[src/rtl/reg_display_scanner.sv]
// reg_display_scanner: shows a 32-bit datapath debug value on an 8-digit 7-segment display and steps the register index with debounced buttons
module reg_display_scanner #(
  parameter int REFRESH_DIV     = 50000,
  parameter int DEBOUNCE_CYCLES = 1000000
) (
  input  logic        CLK,
  input  logic        Reset,
  input  logic        BtnNext,
  input  logic        BtnPrev,
  input  logic        Hold,
  input  logic        Mode,
  output logic [4:0]  DispReadReg,
  input  logic [31:0] DispRegData,
  input  logic [31:0] PCNext,
  output logic [7:0]  An,
  output logic [7:0]  Seg,
  output logic [4:0]  Led
);
  localparam int PW = $clog2(REFRESH_DIV);
  localparam int CW = $clog2(DEBOUNCE_CYCLES + 1);
  localparam int SW = $clog2(REFRESH_DIV + 1);
  localparam logic [PW-1:0] PMAX = PW'(REFRESH_DIV - 1);
  localparam logic [CW-1:0] CMAX = CW'(DEBOUNCE_CYCLES - 1);
  localparam logic [SW-1:0] SMAX = SW'(REFRESH_DIV);

  logic [1:0]         s1_q, s2_q, deb_q, deb_d, rise;
  logic [1:0][CW-1:0] cnt_q, cnt_d;
  logic [4:0]         idx_q, idx_d;
  logic [PW-1:0]      presc_q, presc_d;
  logic [2:0]         digit_q, digit_d;
  logic [SW-1:0]      settle_q, settle_d;
  logic [31:0]        shown_q, shown_d;
  logic [7:0]         an_q, an_d, seg_q, seg_d;
  logic [6:0]         hex;
  logic [3:0]         nib;
  logic               tc, frame;

  // debounce both buttons (bit 0 = next, bit 1 = prev); a rise pulse fires on the cycle the debounced level goes high
  always_comb begin
    for (int i = 0; i < 2; i++) begin
      cnt_d[i] = (s2_q[i] == deb_q[i] || cnt_q[i] == CMAX) ? '0 : cnt_q[i] + 1'b1;
      deb_d[i] = (s2_q[i] != deb_q[i] && cnt_q[i] == CMAX) ? s2_q[i] : deb_q[i];
      rise[i]  = deb_d[i] & ~deb_q[i];
    end
    idx_d    = rise == 2'b01 ? idx_q + 5'd1 : rise == 2'b10 ? idx_q - 5'd1 : idx_q;
    settle_d = idx_d != idx_q ? SMAX : settle_q != '0 ? settle_q - 1'b1 : settle_q;
  end

  // digit scan, frame sampling (regfile data only once it has settled after an index change) and display word
  always_comb begin
    tc      = presc_q == PMAX;
    frame   = tc && digit_q == 3'd7;
    presc_d = tc ? '0 : presc_q + 1'b1;
    digit_d = tc ? digit_q + 3'd1 : digit_q;
    shown_d = (frame && !Hold && (Mode || settle_q == '0)) ? (Mode ? PCNext : DispRegData) : shown_q;
    nib     = 4'(shown_q >> {digit_q, 2'b00});
    an_d    = ~(8'b1 << digit_q);
    seg_d   = {~(Mode && digit_q == 3'd7), hex};
  end

  // active-low gfedcba hex glyphs
  always_comb begin
    case (nib)
      4'h0: hex = 7'b1000000;
      4'h1: hex = 7'b1111001;
      4'h2: hex = 7'b0100100;
      4'h3: hex = 7'b0110000;
      4'h4: hex = 7'b0011001;
      4'h5: hex = 7'b0010010;
      4'h6: hex = 7'b0000010;
      4'h7: hex = 7'b1111000;
      4'h8: hex = 7'b0000000;
      4'h9: hex = 7'b0010000;
      4'hA: hex = 7'b0001000;
      4'hB: hex = 7'b0000011;
      4'hC: hex = 7'b1000110;
      4'hD: hex = 7'b0100001;
      4'hE: hex = 7'b0000110;
      default: hex = 7'b0001110;
    endcase
  end

  // all state, cleared asynchronously by Reset low
  always_ff @(posedge CLK or negedge Reset) begin
    if (!Reset) begin
      s1_q     <= '0;
      s2_q     <= '0;
      deb_q    <= '0;
      cnt_q    <= '0;
      idx_q    <= '0;
      settle_q <= '0;
      presc_q  <= '0;
      digit_q  <= '0;
      shown_q  <= '0;
      an_q     <= 8'hFF;
      seg_q    <= 8'hFF;
    end else begin
      s1_q     <= {BtnPrev, BtnNext};
      s2_q     <= s1_q;
      deb_q    <= deb_d;
      cnt_q    <= cnt_d;
      idx_q    <= idx_d;
      settle_q <= settle_d;
      presc_q  <= presc_d;
      digit_q  <= digit_d;
      shown_q  <= shown_d;
      an_q     <= an_d;
      seg_q    <= seg_d;
    end
  end

  assign DispReadReg = idx_q;
  assign Led         = idx_q;
  assign An          = an_q;
  assign Seg         = seg_q;
endmodule

[config.mk]
export PLATFORM = sky130hd
export DESIGN_NAME = reg_display_scanner
export DESIGN_NICKNAME = d
export VERILOG_FILES = /design/src/rtl/reg_display_scanner.sv
export SDC_FILE = /design/constraint.sdc
export NUM_CORES = 1
export LEC_CHECK = 0
export CAP_MARGIN = 0
export CORE_ASPECT_RATIO = 0.8
export CORE_MARGIN = 10
export CORE_UTILIZATION = 45
export DETAILED_ROUTE_END_ITERATION = 16
export PLACE_DENSITY = 0.7
export SLEW_MARGIN = 5
export SYNTH_ARGS = -nofsm -noshare
export SYNTH_HDL_FRONTEND = slang
export SYNTH_SLANG_ARGS = --single-unit
[constraint.sdc]
create_clock -name CLK -period 2.3 [get_ports CLK]
set_input_delay 0.23 -clock CLK [delete_from_list [all_inputs] [get_ports CLK]]
set_output_delay 0.23 -clock CLK [all_outputs]
set_load 0.05 [all_outputs]
==> metrics.txt, run 1 <==
Final nets=873; antenna diode instance count=0; pin count of the biggest net entering global routing=50; CORE AREA=14,960 sq um; CP max FO=18; synth top area cells=dfrtp_1 43%, dfstp_2 6.1%, nor2_1 5.8%; drt pass-1 iters=5; Net Sw Frac=21.62%; count leader, synth=dfrtp_1; share of cells above drive strength 1=14.16%; Die X=~160 um; Slew headroom=58.93%; Mapped Nets=758; FF/Latch Area=3373 sq um; first-pass GRT wire length=27,370 um; worst slew pin tran=just over 0.6 ns; std cell rows=40; I/O pins=96; min Tclk post-route=between 2 and 2.5 ns; outcome=finished clean; DRT iter0 DRCs=409; area of the multi-input gates=about 3300 sq um; Final Hold Viols=0; total die area=20,580 sq um; post-route ant nets=0; total gr overflow=0; Routed WL=16,900 um; Initial Util=45.74%; Setup Skew=0.01211 ns; port bufs=95; CTS root buf=clkbuf_16; GRT Overall Usage=between 10% and 20%; final instance area=8941 sq um; fin worst setup slack=0.1258 ns; hold crit path type=in -> reg; die height=130.3 um; Detailed Place HPWL=12,060 um; Area after DPL=8187 sq um; Residual DRC=0; TritonCTS clock tree=yes; post-place setup slack=-0.1189 ns; initial antenna violation count=0; R2R depth=6; Avg Synthesized Cell Area=10.22 sq um; number of fill cells=1,174; leading area contributor after synthesis=dfrtp_1; Yosys warning count=0; total number of vias=5,433; Async SR Flop Fraction=100.0%; Final setup violation count=0; Leak=between 3 and 4 nW; Switch Pwr=1.198 mW; clk_lat worst skew=0.42 ns; Worst Path Arrival=2.46 ns; Routed wire per std cell=17.13 um; type of origin of the critical path=register; Worst VDD drop=0.5015 mV; max_cap viols=0; Yosys top cell area share=43.14%; Reg clk slew, reported paths=0.06 ns; sequential area share after synthesis=49.28%; sequential share of power=43.0%; Mapped Cells=670; Num CTS Buffers=17; FF+latch count, synth=134; Fmax=roughly 460 MHz; Placed Cells=roughly 950; Area Overhead vs Synth=30.62%; fin cells=just under 1,000; Req. time, crit path=~2.6 ns; ys flop type=dfrtp_1; maximum root-to-sink buffer count=2; Commonest cells post-synth=118 x dfrtp_1, 105 x nor2_1, 43 x nand2_1, 41 x xnor2_1, 37 x inv_1; Clock Sink Count=roughly 130; WS Path Type=reg -> reg; vias in the first global route=5,560; Vias/cell=about 5.5; Worst Setup End Kind=register; Cell Area, Synth=6845 sq um; PwrDens=about 620 nW/um^2; H-tree depth=4; Post-synth EDFFs=0; Gate power share=~4.8%; Tcrit/Tclk final=94.53%; Yosys cell types=57; Pins Over Slew Limit=0; Int Pwr=4.341 mW; RSZ-0062 raised after global routing=false; hold path depth=1; routability cong.=0.8327; utilization after layout=~60%; Clk pwr share=52.2%
[final timing paths]
path,startpoint,slack (ns),end
worst max-delay path,presc_q[4],0.13,shown_q[8]
worst min-delay path,BtnPrev,0.26,s1_q[1]
worst max register to register,presc_q[4],0.13,shown_q[8]
worst min register to register,s1_q[1],0.35,s2_q[1]
max in group asynchronous,Reset,1.30,An[3]
min in group asynchronous,Reset,0.29,cnt_q[35]
[power groups by stage]
| stage | registers (mW) | clock network [mW] | logic [mW] |
|---|---|---|---|
| floorplan | 2.42 | 0 | 0.0642 |
| global placement | 2.42 | 0 | 0.258 |
| detailed placement | 2.42 | 0 | 0.265 |
| CTS | 2.38 | 2.93 | 0.269 |
| global route | 2.38 | 3.02 | 0.293 |
| finish | 2.38 | 2.89 | 0.267 |
[layout by cell type (no fill, tap or decap), types with 3 or more instances in the layout]
cell	synthesis	routed
a21oi_1	6	6
a221oi_1	18	18
a22o_1	3	3
a2bb2oi_1	16	16
and2_1	5	5
and3_1	8	8
and4_1	8	7
buf_12	0	7
buf_4	5	24
bufinv_16	0	4
clkbuf_16	0	17
clkdlybuf4s50_1	0	94
clkinv_4	0	4
clkinvlp_4	0	3
dfrtp_1	118	118
dfstp_2	16	16
ha_1	18	16
inv_1	37	37
mux2_2	3	3
mux2i_1	9	8
mux4_2	8	8
nand2_1	43	43
nand2b_1	5	5
nand3_1	20	19
nand3b_1	3	3
nand4_1	17	17
nor2_1	105	103
nor2b_1	4	4
nor3_1	16	15
nor4_1	5	5
o21ai_0	8	7
o22ai_1	19	19
o2bb2ai_1	15	15
or3_1	6	6
xnor2_1	41	40
xor2_1	25	25
[critical path, stage by stage, from the launching register on]
cell,delay [ns]
dfrtp_1,0.43
nor4bb_2,0.36
nand4_1,0.20
or4_1,0.58
buf_6,0.18
o22ai_1,0.17
a221oi_1,0.11
[through the flow]
| stage | TNS, ns | hold slack [ns] | total power [mW] |
|---|---|---|---|
| floorplan | 0 | -0.06559 | 2.486 |
| global placement | -0.05633 | 0.1984 | 2.681 |
| detailed placement | -1.321 | 0.2096 | 2.689 |
| CTS | 0 | 0.2415 | 5.583 |
| global route | 0 | 0.2444 | 5.701 |
| finish | 0 | 0.2575 | 5.539 |
[area by class of cell]
type / count / area share [%]
clock inverters: 14 / 2.239
repair buffers: 127 / 14.34
inverters: 39 / 1.637
multi-input cells: 466 / 36.61
clock buffers: 18 / 4.800
flip-flops and latches: 134 / 37.73
well taps: 189 / 2.645
[routing by layer]
layer  track usage, %  wire length [um]  up-vias
li1                 -                 -     2601
met1            21.21              7423     2709
met5                0                 0        -
met3            3.947               657       18
met2            26.82              8573      105
met4            5.818               250        0
[kinds of logic (layout without fill, tap and decap cells)]
family          after synthesis  after routing  share of synthesized area [%]
simple gates                263            263                          19.08
buf+inv                      70            198                          4.204
mux                          20             20                          4.442
flops                       134            134                          49.28
compound gates               97             97                          10.88
fa+ha+maj                    19             19                          3.436
xor+xnor                     67             67                          8.682
[state kept, by name, indices dropped and copies added (netlist names)]
signal	cells
cnt_q	40
deb_q	2
An	8
s1_q	2
Seg	8
settle_q	16
presc_q	16
DispReadReg	5
shown_q	32
digit_q	3
s2_q	2
[what timing repair did]
| item | 4_1_cts | 5_1_grt |
|---|---|---|
| pin swaps | 1 | 3 |
| endpoints found under the setup margin | 17 | 64 |
| hold buffers | 1 | 0 |
| hold endpoints to repair | 28 | 0 |
| resized for setup | 2 | 14 |
| buffers inserted | 1 | 1 |
Power figures use the tool's default switching activity.
==> run 2, diff against run 1 <==
- ABC_CLOCK_PERIOD_IN_PS: not set -> 2300
==> results of run 2 <==
Same layout as run 1: the final DEF is identical, and so are final timing and power.
